==> config.mk <==
export PLATFORM = sky130hd
export DESIGN_NAME = mul_f_core
export DESIGN_NICKNAME = d
export VERILOG_FILES = /design/src/rtl/mul_f_core.sv
export SDC_FILE = /design/constraint.sdc
export NUM_CORES = 1
export LEC_CHECK = 0
export CAP_MARGIN = 20
export CORE_ASPECT_RATIO = 1.4
export CORE_MARGIN = 2
export CORE_UTILIZATION = 50
export DETAILED_ROUTE_END_ITERATION = 7
export PLACE_DENSITY_LB_ADDON = 0.3
export SLEW_MARGIN = 20
export SYNTH_ARGS = -nofsm -noshare
export SYNTH_HDL_FRONTEND = slang
export SYNTH_SLANG_ARGS = --single-unit
==> constraint.sdc <==
create_clock -name clk -period 5.64 [get_ports clk]
set_input_delay 1.128 -clock clk [delete_from_list [all_inputs] [get_ports clk]]
set_output_delay 1.128 -clock clk [all_outputs]
set_load 0.01 [all_outputs]
==> src/rtl/mul_f_core.sv <==
// Iterative radix-2 shift-and-add unsigned multiplier for the FPU mantissa path.
// One multiplier bit is consumed per clock; the product is held in {hi_reg, lo_reg}.
module mul_f_core #(
  parameter int WIDTH = 24,
  parameter int CNT_W = 5
) (
  input  logic               clk,
  input  logic               rst,
  input  logic               start,
  input  logic [2*WIDTH-1:0] init_val,
  output logic               busy,
  output logic               done,
  output logic [2*WIDTH-1:0] res
);

  localparam logic [1:0] S_IDLE = 2'd0;
  localparam logic [1:0] S_RUN  = 2'd1;
  localparam logic [1:0] S_DONE = 2'd2;

  logic [1:0]       state;
  logic [WIDTH-1:0] a_reg;
  logic [WIDTH-1:0] hi_reg;
  logic [WIDTH-1:0] lo_reg;
  logic [CNT_W-1:0] cnt;
  logic [WIDTH:0]   sum;
  logic [WIDTH-1:0] op_a;
  logic [WIDTH-1:0] op_b;

  assign op_a = init_val[2*WIDTH-1:WIDTH];
  assign op_b = init_val[WIDTH-1:0];

  // Carry is kept in sum[WIDTH] and lands in hi_reg's MSB on the right shift.
  assign sum = {1'b0, hi_reg} + (lo_reg[0] ? {1'b0, a_reg} : {(WIDTH+1){1'b0}});

  always_ff @(posedge clk or posedge rst) begin
    if (rst) begin
      state  <= S_IDLE;
      a_reg  <= '0;
      hi_reg <= '0;
      lo_reg <= '0;
      cnt    <= '0;
    end else begin
      case (state)
        S_IDLE, S_DONE: begin
          if (start) begin
            if (op_a == '0 || op_b == '0) begin
              hi_reg <= '0;
              lo_reg <= '0;
              state  <= S_DONE;
            end else begin
              a_reg  <= op_a;
              hi_reg <= '0;
              lo_reg <= op_b;
              cnt    <= CNT_W'(WIDTH - 1);
              state  <= S_RUN;
            end
          end
        end
        S_RUN: begin
          hi_reg <= sum[WIDTH:1];
          lo_reg <= {sum[0], lo_reg[WIDTH-1:1]};
          if (cnt == '0) begin
            state <= S_DONE;
          end else begin
            cnt <= cnt - 1'b1;
          end
        end
        default: state <= S_IDLE;
      endcase
    end
  end

  assign busy = (state == S_RUN);
  assign done = (state == S_DONE);
  assign res  = {hi_reg, lo_reg};

endmodule

==> impl.org <==
** Status
- Run status :: completed

** Global routing
- First-pass GRT wire length :: 21200 um
- Entering global routing, the biggest net connects 53 pins.
- Number of antenna violations at the first check in global routing :: 0
- Vias in the first global route :: 4379
- Total GRT Usage :: 25.8%
- Residual overflow from global routing :: 0

** Worst hold path
- Worst hold-check path type :: flop to flop

** Routing
- The first routing iteration left 202 violations.
- Metal-1 WL :: 5110 um
- Once detail routing completed, the nets flagged for antenna violations numbered 0.
- The pre-antenna-repair detailed-routing pass consisted of 4 iterations.
- Final wirelength :: 12500 um
- Detailed routing placed a total of 6530 um of wire on met2.
- For this block, the via count after detailed routing is 4251.
- Met3 wire length :: 576 um
- Dividing the detail-routed via count by the number of cells gives 5.97.
- Highest layer used for signal routing :: met4
- Dividing the detail-routed wire length by the instance count gives 17.6 um.
- DRC :: 0

** Timing
- Setup repair after global routing left no endpoint under its margin.
- Final setup slack of the worst path :: 2020 ps
- On the final layout, the worst hold slack is 475 ps.
- Between clock sinks in the finished design, the worst skew comes to 4.07 ps.
- Slew at the pin closest to its max-slew limit :: 1020 ps
- The max-slew violation count is 0.
- The final number of hold-violating endpoints came to 0.
- Worst max-slew margin expressed relative to the limit :: 31.7%
- Final setup vio count :: 0
- The routed design could run at a clock period as short as 3620 ps.
- Timing would allow up to 276 MHz.
- The worst path uses 64.2% of the clock period.
- Setup TNS Final :: 0 ps

** Place
- At the end of routability-driven placement, the weighted congestion stood at 0.943.
- Detailed Place HPWL :: 9260 um
- Timing analysis after detailed placement gives a worst setup slack of 1640 ps.
- IO Port Bufs :: 100

** Setup path
- STA puts the critical path data required time at 5850 ps.
- For this run, the slowest stage of the critical path takes 540 ps.
- Top fanout value on the critical path :: 39
- STA classifies the critical path startpoint as a primary input.
- The cell family contributing the most delay on the critical path is simple AND/OR/NAND/NOR gates.
- STA classifies the critical path endpoint as a flop.
- At the worst endpoint, the arrival time is 3840 ps.
- For this design, the slowest cell found on the critical path is sky130_fd_sc_hd__nand2b_1.
- By startpoint and endpoint, the worst setup path is classified as primary input to flop.
- Cell-by-cell listing of the critical path :: clkdlybuf4s50_1 > nand2b_1 > or2_1 > nor2_4 > buf_4 > mux2_1
- Critical path buffers and inverters :: 2

** Die
- The core region is 9350 sq um.
- In this run the count of I/O pins placed on the die edge is 101.
- Die outline width :: 86.5 um
- In this run the vertical extent of the chip is 119 um.
- The initial utilization of the core area, before any placement, comes to 50.9%.
- The die covers 10300 sq um.
- In this run the core area contains 42 standard-cell rows.

** Final layout
- Leaving out fill and tap cells, the most frequent cells in the layout are sky130_fd_sc_hd__clkdlybuf4s50_1 (100), sky130_fd_sc_hd__dfrtp_1 (79), sky130_fd_sc_hd__nor2_1 (63).
- Of the cells placed in the final design, the portion with a size suffix greater than 1 is 4.82%.
- Post-layout nets :: 677
- Compared with the post-synthesis result, the final layout area differs by 28.0%.
- Antenna Diode Count :: 0
- Leaving out fill and tap cells, the most frequent cell in the layout is sky130_fd_sc_hd__clkdlybuf4s50_1.

** CTS
- Cts bufs inserted :: 9
- Clock-pin slew on the worst setup and hold paths :: 60 ps
- Clock tree synthesis selected as its root buffer the cell sky130_fd_sc_hd__clkbuf_16.
- TritonCTS built the clock tree.
- Maximum clock insertion buffer count :: 2
- Maximum level of the CTS H-tree :: 3
- Clock latency on the worst-skew pair, taken at its later pin, is 330 ps.
- Hold repair after CTS inserted 0 buffers.
- After clock tree synthesis, the repair step resized 0 gates.
- For this design, the sink count on the clock tree is 79.
- Number of setup buffers added after CTS :: 0

** Yosys
- Yosys warnings :: 0
- Number of cells produced by synthesis :: 508
- A synthesized cell averages 9.37 sq um.
- Yosys mapped a number of flops with a built-in enable equal to 0.
- In the synthesized netlist the async set-or-reset flop fraction comes to 100%.
- Netlist area before placement :: 4760 sq um
- Count of state elements after synthesis :: 79
- After synthesis, flip-flops and latches occupy 41.5% of the total area.
- In the synthesized netlist the dominant register cell turns out to be sky130_fd_sc_hd__dfrtp_1.
- The netlist uses 56 different library cells.
- When the netlist entered floorplanning its net count stood at 586.

** Pwr
- Power Density :: 627 nW/um^2
- Total power after layout :: 0.00382 W
- The worst-case IR drop observed on VDD is 0.000396 V.
- Leakage power total :: 2.61 nW

** Flow run
- Max Cap Violations :: 0
[cell families (layout without fill, tap and decap cells)]
logic type | after synthesis | after routing | synth area share, %
DFF | 79 | 79 | 41.5
xor gates and xnor gates | 19 | 19 | 3.50
adders and majority gates | 27 | 27 | 7.26
buffers and inverters | 38 | 132 | 3.86
and+or+nand+nor | 189 | 189 | 19.0
muxes | 26 | 26 | 6.10
AOI/OAI and AO/OA | 130 | 130 | 18.8
[worst paths after layout]
| path | from | end | slack [ps] | cells after the start |
|---|---|---|---|---|
| max in group asynchronous | rst | lo_reg[5] | 3320 | 3 |
| worst max-delay path | start | a_reg[5] | 2020 | 6 |
| worst min register to register | a_reg[13] | a_reg[13] | 480 | 1 |
| worst max register to register | lo_reg[0] | hi_reg[17] | 2350 | 11 |
| min in group asynchronous | rst | state[0] | 1270 | 2 |
| worst min-delay path | a_reg[13] | a_reg[13] | 480 | 1 |
[power breakdown]
part	total, W	internal (W)	switching (W)
combinational	0.00217	0.00101	0.00116
clock	0.000571	0.000339	0.000232
sequential	0.00108	0.000852	0.000227
total	0.00382	0.00220	0.00162
[routing by layer]
layer	GRT usage [%]	vias to the layer above
met4	9.47	0
met3	4.78	21
met1	31.5	2090
met2	44.6	120
met5	0	-
li1	-	2020
[per-stage QoR]
step	util, %	cell area (sq um)	std cells
2_1_floorplan	-	4760	508
3_3_place_gp	62.1	5810	698
3_5_place_dp	62.1	5810	698
4_1_cts	65.1	6090	712
5_1_grt	65.1	6090	712
6_report	65.1	6090	712
[final cells by class]
cell class | instances | area [sq um]
fillers | 778 | 3260
well taps | 110 | 138
clock inverters | 5 | 60.1
clock buffers | 9 | 225
multi-input cells | 391 | 2610
repair buffers | 105 | 1040
inverters | 13 | 48.8
flip-flops and latches | 79 | 1980
[cell usage after synthesis (2+ instances only)]
cell type,count,share of area (%)
sky130_fd_sc_hd__a211oi_1,2,0.32
sky130_fd_sc_hd__buf_6,2,0.47
sky130_fd_sc_hd__dfrtp_1,79,42
sky130_fd_sc_hd__and3_2,2,0.32
sky130_fd_sc_hd__o211ai_1,5,0.79
sky130_fd_sc_hd__and2_1,26,3.4
sky130_fd_sc_hd__a31oi_1,5,0.66
sky130_fd_sc_hd__o21ai_1,19,2.0
sky130_fd_sc_hd__o31ai_1,3,0.47
sky130_fd_sc_hd__xor2_1,14,2.6
sky130_fd_sc_hd__xnor2_1,5,0.92
sky130_fd_sc_hd__clkbuf_8,2,0.58
sky130_fd_sc_hd__a21oi_1,25,2.6
sky130_fd_sc_hd__a21o_1,10,1.6
sky130_fd_sc_hd__nand2b_1,5,0.66
sky130_fd_sc_hd__o21a_1,4,0.63
sky130_fd_sc_hd__o2111ai_1,2,0.37
sky130_fd_sc_hd__a221oi_1,24,4.4
sky130_fd_sc_hd__nor3b_1,2,0.32
sky130_fd_sc_hd__nand3_1,5,0.53
sky130_fd_sc_hd__nand2_1,47,3.7
sky130_fd_sc_hd__a211o_1,2,0.37
sky130_fd_sc_hd__a32o_1,2,0.42
sky130_fd_sc_hd__inv_1,13,1.0
sky130_fd_sc_hd__mux2_1,24,5.7
sky130_fd_sc_hd__buf_2,5,0.53
sky130_fd_sc_hd__ha_1,26,6.8
sky130_fd_sc_hd__clkbuf_1,15,1.2
sky130_fd_sc_hd__nor4_1,15,2.0
sky130_fd_sc_hd__and3_1,2,0.26
sky130_fd_sc_hd__nand4_1,5,0.66
sky130_fd_sc_hd__nor2b_1,2,0.26
sky130_fd_sc_hd__mux2i_1,2,0.42
sky130_fd_sc_hd__nor3_1,7,0.74
sky130_fd_sc_hd__nor2_1,64,5.0
sky130_fd_sc_hd__a21oi_2,2,0.37
sky130_fd_sc_hd__o21ai_0,15,1.6
Power figures use the tool's default switching activity.
